**config.mk**
```make
export PLATFORM = sky130hd
export DESIGN_NAME = iter_shift8_flat
export DESIGN_NICKNAME = d
export VERILOG_FILES = /design/src/rtl/iter_shift8_if.sv /design/src/rtl/iter_shift8.sv /design/src/flat_wrapper.sv
export SDC_FILE = /design/constraint.sdc
export NUM_CORES = 1
export LEC_CHECK = 0
export CAP_MARGIN = 10
export CORE_AREA = 10 10 57 59
export CTS_BUF_LIST = sky130_fd_sc_hd__clkbuf_4 sky130_fd_sc_hd__clkbuf_8
export DETAILED_ROUTE_END_ITERATION = 8
export DIE_AREA = 0 0 67 69
export PLACE_DENSITY = 0.81
export SLEW_MARGIN = 30
export SYNTH_ARGS = -nofsm -noshare
export SYNTH_HDL_FRONTEND = slang
export SYNTH_SLANG_ARGS = --single-unit
```
**constraint.sdc**
```tcl
create_clock -name clk -period 2.4 [get_ports clk]
set_clock_uncertainty 0.05 [all_clocks]
set_input_delay 0.48 -clock clk [delete_from_list [all_inputs] [get_ports clk]]
set_output_delay 0.48 -clock clk [all_outputs]
set_load 0.02 [all_outputs]
```
**src/rtl/iter_shift8_if.sv**
```systemverilog
// Request/result bundle for the iterative 8-bit right shifter.
// The consumer drives the request side; the shifter drives the result side.
interface iter_shift8_if;
  logic       start;
  logic       mode;
  logic [7:0] d_in;
  logic [3:0] shamt;
  logic [7:0] d_out;
  logic       busy;
  logic       done;

  modport master (output start, mode, d_in, shamt, input d_out, busy, done);
  modport slave  (input start, mode, d_in, shamt, output d_out, busy, done);
endinterface

```
**src/rtl/iter_shift8.sv**
```systemverilog
// Multi-cycle 8-bit right shifter: retires up to 3 positions per clock with
// logical or arithmetic fill, reporting progress through busy/done.
module iter_shift8 (
  input  logic          clk,
  input  logic          reset_n,
  iter_shift8_if.slave  bus
);
  typedef enum logic [1:0] {S_IDLE, S_SHIFT, S_DONE} state_t;

  state_t      r_state;
  state_t      w_next;
  logic [7:0]  r_data;
  logic [3:0]  r_rem;
  logic        r_mode;

  logic        w_accept;
  logic [1:0]  w_step;
  logic [3:0]  w_rem_next;
  logic [3:0]  w_rem_load;
  logic [10:0] w_ext;
  logic [10:0] w_ext_sh;

  // A request is honoured whenever no shift is in progress, so DONE can
  // chain straight into the next operation without an idle cycle.
  assign w_accept   = bus.start && (r_state != S_SHIFT);
  assign w_rem_load = bus.shamt[3] ? 4'd8 : bus.shamt;
  assign w_step     = (r_rem >= 4'd3) ? 2'd3 : r_rem[1:0];
  assign w_rem_next = r_rem - {2'b00, w_step};

  // Three fill bits above the operand cover the largest single-cycle step.
  assign w_ext    = {{3{r_mode & r_data[7]}}, r_data};
  assign w_ext_sh = w_ext >> w_step;

  // NOTE: sequential state uses <= so every register samples pre-edge values.
  always_ff @(posedge clk or negedge reset_n) begin
    if (!reset_n) r_state <= S_IDLE;
    else          r_state <= w_next;
  end

  // NOTE: the default assignment first keeps this block free of latches.
  always_comb begin
    w_next = r_state;
    unique case (r_state)
      S_IDLE:  if (w_accept) w_next = S_SHIFT;
      S_SHIFT: if (w_rem_next == 4'd0) w_next = S_DONE;
      S_DONE:  if (w_accept) w_next = S_SHIFT;
      default: w_next = S_IDLE;
    endcase
  end

  always_comb begin
    bus.busy  = (r_state == S_SHIFT);
    bus.done  = (r_state == S_DONE);
    bus.d_out = r_data;
  end

  always_ff @(posedge clk or negedge reset_n) begin
    if (!reset_n) begin
      r_data <= 8'h00;
      r_rem  <= 4'd0;
      r_mode <= 1'b0;
    end else if (w_accept) begin
      r_data <= bus.d_in;
      r_rem  <= w_rem_load;
      r_mode <= bus.mode;
    end else if (r_state == S_SHIFT) begin
      r_data <= w_ext_sh[7:0];
      r_rem  <= w_rem_next;
    end
  end
endmodule

```
**src/flat_wrapper.sv**
```systemverilog
// flat-port wrapper written by rule: the top's interface ports become plain ports
module iter_shift8_flat 
  (clk, reset_n, bus_start, bus_mode, bus_d_in, bus_shamt, bus_d_out, bus_busy, bus_done);
  iter_shift8_if bus_i ();
  input  logic clk;
  input  logic reset_n;
  input wire logic [$bits(bus_i.start)-1:0] bus_start;
  input wire logic [$bits(bus_i.mode)-1:0] bus_mode;
  input wire logic [$bits(bus_i.d_in)-1:0] bus_d_in;
  input wire logic [$bits(bus_i.shamt)-1:0] bus_shamt;
  output wire logic [$bits(bus_i.d_out)-1:0] bus_d_out;
  output wire logic [$bits(bus_i.busy)-1:0] bus_busy;
  output wire logic [$bits(bus_i.done)-1:0] bus_done;
  assign bus_i.start = bus_start;
  assign bus_i.mode = bus_mode;
  assign bus_i.d_in = bus_d_in;
  assign bus_i.shamt = bus_shamt;
  assign bus_d_out = bus_i.d_out;
  assign bus_busy = bus_i.busy;
  assign bus_done = bus_i.done;
  iter_shift8 u_core (.clk(clk), .reset_n(reset_n), .bus(bus_i));
endmodule
```
==> impl_metrics.env, run 1 <==
export IMPL_outcome="complete, no violations"
export IMPL_irDropWorstVdd_uv=737
export IMPL_n_fill_cell=182
export IMPL_fin_nets=156
export IMPL_critPathLaunch="u_core.r_state[1]$_DFFE_PN0P_"
export IMPL_yosys_cell_types_count=38
export IMPL_hold_path_depth=2
export IMPL_cp_required_ns=1.87
export IMPL_synth_seq_cells=15
export IMPL_diodes=0
export IMPL_rrSetupSlack_ns=0.48
export IMPL_multiInputGateArea_sq_um=588
export IMPL_htreeDepth=1
export IMPL_async_flop_share_pct=100
export IMPL_grt_pass1_wl_um=4600
export IMPL_synthFlopType="dfrtp_1"
export IMPL_hold_buffers=0
export IMPL_syn2layout_area_growth_pct=29.7
export IMPL_fin_ws_ns=0.227
export IMPL_clock_path_buffers=2
export IMPL_cts_buffers=3
export IMPL_critPathLaunchType="flop"
export IMPL_fin_util_pct=61.7
export IMPL_portBuffers=25
export IMPL_synth_seq_area_share_pct=36.7
export IMPL_synth_warnings=0
export IMPL_num_io_pins=26
export IMPL_wire_per_inst_um=16.4
export IMPL_syn_area_sq_um=1020
export IMPL_initial_core_util_pct=47.6
export IMPL_syn_nets=129
export IMPL_worstSetupPathType="reg2out"
export IMPL_route_final_wire_length_um=2720
export IMPL_fp_coreArea_sq_um=2150
export IMPL_gp_congestion=0.926
export IMPL_syn_avg_cell_area_sq_um=9.13
export IMPL_vias=984
export IMPL_maxSlewViolCount=0
export IMPL_period_share_pct=90.6
export IMPL_ant_nets=0
export IMPL_power_leakage_nw=0.549
export IMPL_drc=0
export IMPL_period_needed_ns=2.17
export IMPL_seqCellArea_sq_um=375
export IMPL_dp_hpwl_um=2050
export IMPL_rsz0062_at_grt="no"
export IMPL_reg2reg_depth=7
export IMPL_p_per_area_nw_per_um2=1430
export IMPL_clock_sinks=15
export IMPL_worst_setup_path_end_kind="output pin"
export IMPL_worstPathMaxFanout=15
export IMPL_first_global_vias=978
export IMPL_cts_root_buffer="clkbuf_4"
export IMPL_tightest_slew_ns=0.698
export IMPL_grt_max_degree=16
export IMPL_postCtsResizedCells=0
export IMPL_critical_path_arrival_ns=1.64
export IMPL_max_freq_mhz=460
export IMPL_grt_overflow_total=0
export IMPL_die_area_sq_um=4620
export IMPL_slew_headroom_pct=53.3
export IMPL_die_y_um=69
export IMPL_drv_cap=0
export IMPL_synth_edff_count=0
export IMPL_clk_latency_ns=0.29
export IMPL_dr_pass1_iters=4
export IMPL_final_cells=166
export IMPL_setup_tns_ns=0
export IMPL_cts_tree="yes"
export IMPL_die_w_um=67
export IMPL_grt_total_usage_pct=12.4
export IMPL_vias_per_cell=5.93
export IMPL_drive_gt1_share_pct=15.9
export IMPL_dp_cells=162
export IMPL_min_from="u_core.bus.d_out[0]$_DFFE_PN0P_"
export IMPL_rows=17
export IMPL_synth_cells=112
export IMPL_hp_class="reg2reg"
export IMPL_pre_cts_slack_ns=0.513
export IMPL_r2r_start="u_core.r_rem[3]$_DFFE_PN0P_"
export IMPL_cts_setup_buffers=0
export IMPL_setup_violations=0
export IMPL_clkTransAtPathRegs_ns=0.09
export IMPL_drtIter0Drc=54
export IMPL_finalHoldViolations=0
export IMPL_antenna_found_initial=0
## path summary, 6_finish.rpt
path,endpoint
max,bus_busy
min,u_core.bus.d_out[0]$_DFFE_PN0P_
max reg2reg,u_core.r_state[0]$_DFFE_PN0P_
min reg2reg,u_core.bus.d_out[0]$_DFFE_PN0P_
max in group asynchronous,u_core.r_rem[1]$_DFFE_PN0P_
min in group asynchronous,u_core.bus.d_out[6]$_DFFE_PN0P_
## Yosys cell counts (2+ instances only)
master | n | area share (%)
nand2_1 | 19 | 7.0
dfrtp_1 | 15 | 37
o21ai_0 | 8 | 3.9
buf_2 | 6 | 2.9
mux2i_1 | 5 | 4.9
nand2b_1 | 5 | 3.1
a21oi_1 | 4 | 2.0
a211oi_1 | 3 | 2.2
mux2_2 | 3 | 3.3
nor2_1 | 3 | 1.1
nor2b_1 | 3 | 1.8
nor3b_1 | 3 | 2.2
nor4_1 | 3 | 1.8
a221oi_1 | 2 | 1.7
a22oi_1 | 2 | 1.5
a32o_1 | 2 | 2.0
nor2_2 | 2 | 1.2
o2111ai_1 | 2 | 1.7
o21ai_1 | 2 | 0.98
o31ai_2 | 2 | 2.4
## per-stage QoR
| step | power (mW) | hold WS (ns) | area (sq um) |
|---|---|---|---|
| floorplan | 1.36 | 0.134 | 1020 |
| global placement | 1.70 | 0.420 | 1300 |
| detailed placement | 1.73 | 0.426 | 1300 |
| CTS | 1.90 | 0.445 | 1330 |
| global route | 2.06 | 0.484 | 1330 |
| finish | 1.90 | 0.438 | 1330 |
## power by group
group	leakage (nW)	internal [mW]	switching (mW)
registers	0.186	0.374	0.183
logic	0.345	0.569	0.616
clock network	0.0184	0.0760	0.0829
## logic make-up (layout without fill, tap and decap cells)
group,Yosys count,in the layout,share of synthesized area [%]
compound gates,34,34,24.2
fa+ha+maj,1,1,1.22
flops,15,15,36.7
simple gates,43,43,22.4
buf+inv,10,36,5.75
mux,9,9,9.67
## placed cells by master (no fill, tap or decap), drive strengths merged, types with 3 or more instances in the layout
cell type,count
a211oi,3
a21oi,4
buf,5
clkbuf,4
clkdlybuf4s50,25
dfrtp,15
mux2,4
mux2i,5
nand2,19
nand2b,5
nor2,5
nor2b,3
nor3b,3
nor4,3
o21ai,10
o31ai,3
## per-layer routing
layer	GRT usage, %	vias to the layer above	routed length [um]
met5	0	-	0
met4	4.52	0	51
met3	2.90	7	188
met2	21.1	33	1410
met1	14.3	477	1070
li1	-	467	-
## worst max-delay path, cell delays in order (launching register included)
cell,delay [ns]
dfrtp_1,0.37
nand2b_1,0.19
inv_4,0.16
clkdlybuf4s50_1,0.64
## state kept, by name, indices dropped and copies added, names as in the netlist
name / cells
u_core.r_state: 2
u_core.r_mode: 1
u_core.bus.d_out: 8
u_core.r_rem: 4
## layout make-up
cell class,instances,area share (%)
flip-flops and latches,15,28.3
clock buffers,4,2.26
well taps,28,2.64
repair buffers,30,21.7
multi-input cells,87,44.3
inverters,2,0.755
Power figures use the tool's default switching activity.
==> inputs of run 2 (changes only) <==
--- a/config.mk
+++ b/config.mk
@@ -5,6 +5,7 @@
 export SDC_FILE = /design/constraint.sdc
 export NUM_CORES = 1
 export LEC_CHECK = 0
+export ABC_CLOCK_PERIOD_IN_PS = 2400
 export CAP_MARGIN = 10
 export CORE_AREA = 10 10 57 59
 export CTS_BUF_LIST = sky130_fd_sc_hd__clkbuf_4 sky130_fd_sc_hd__clkbuf_8
==> results of run 2 <==
No change in the layout: final DEF, timing and power equal those of run 1.
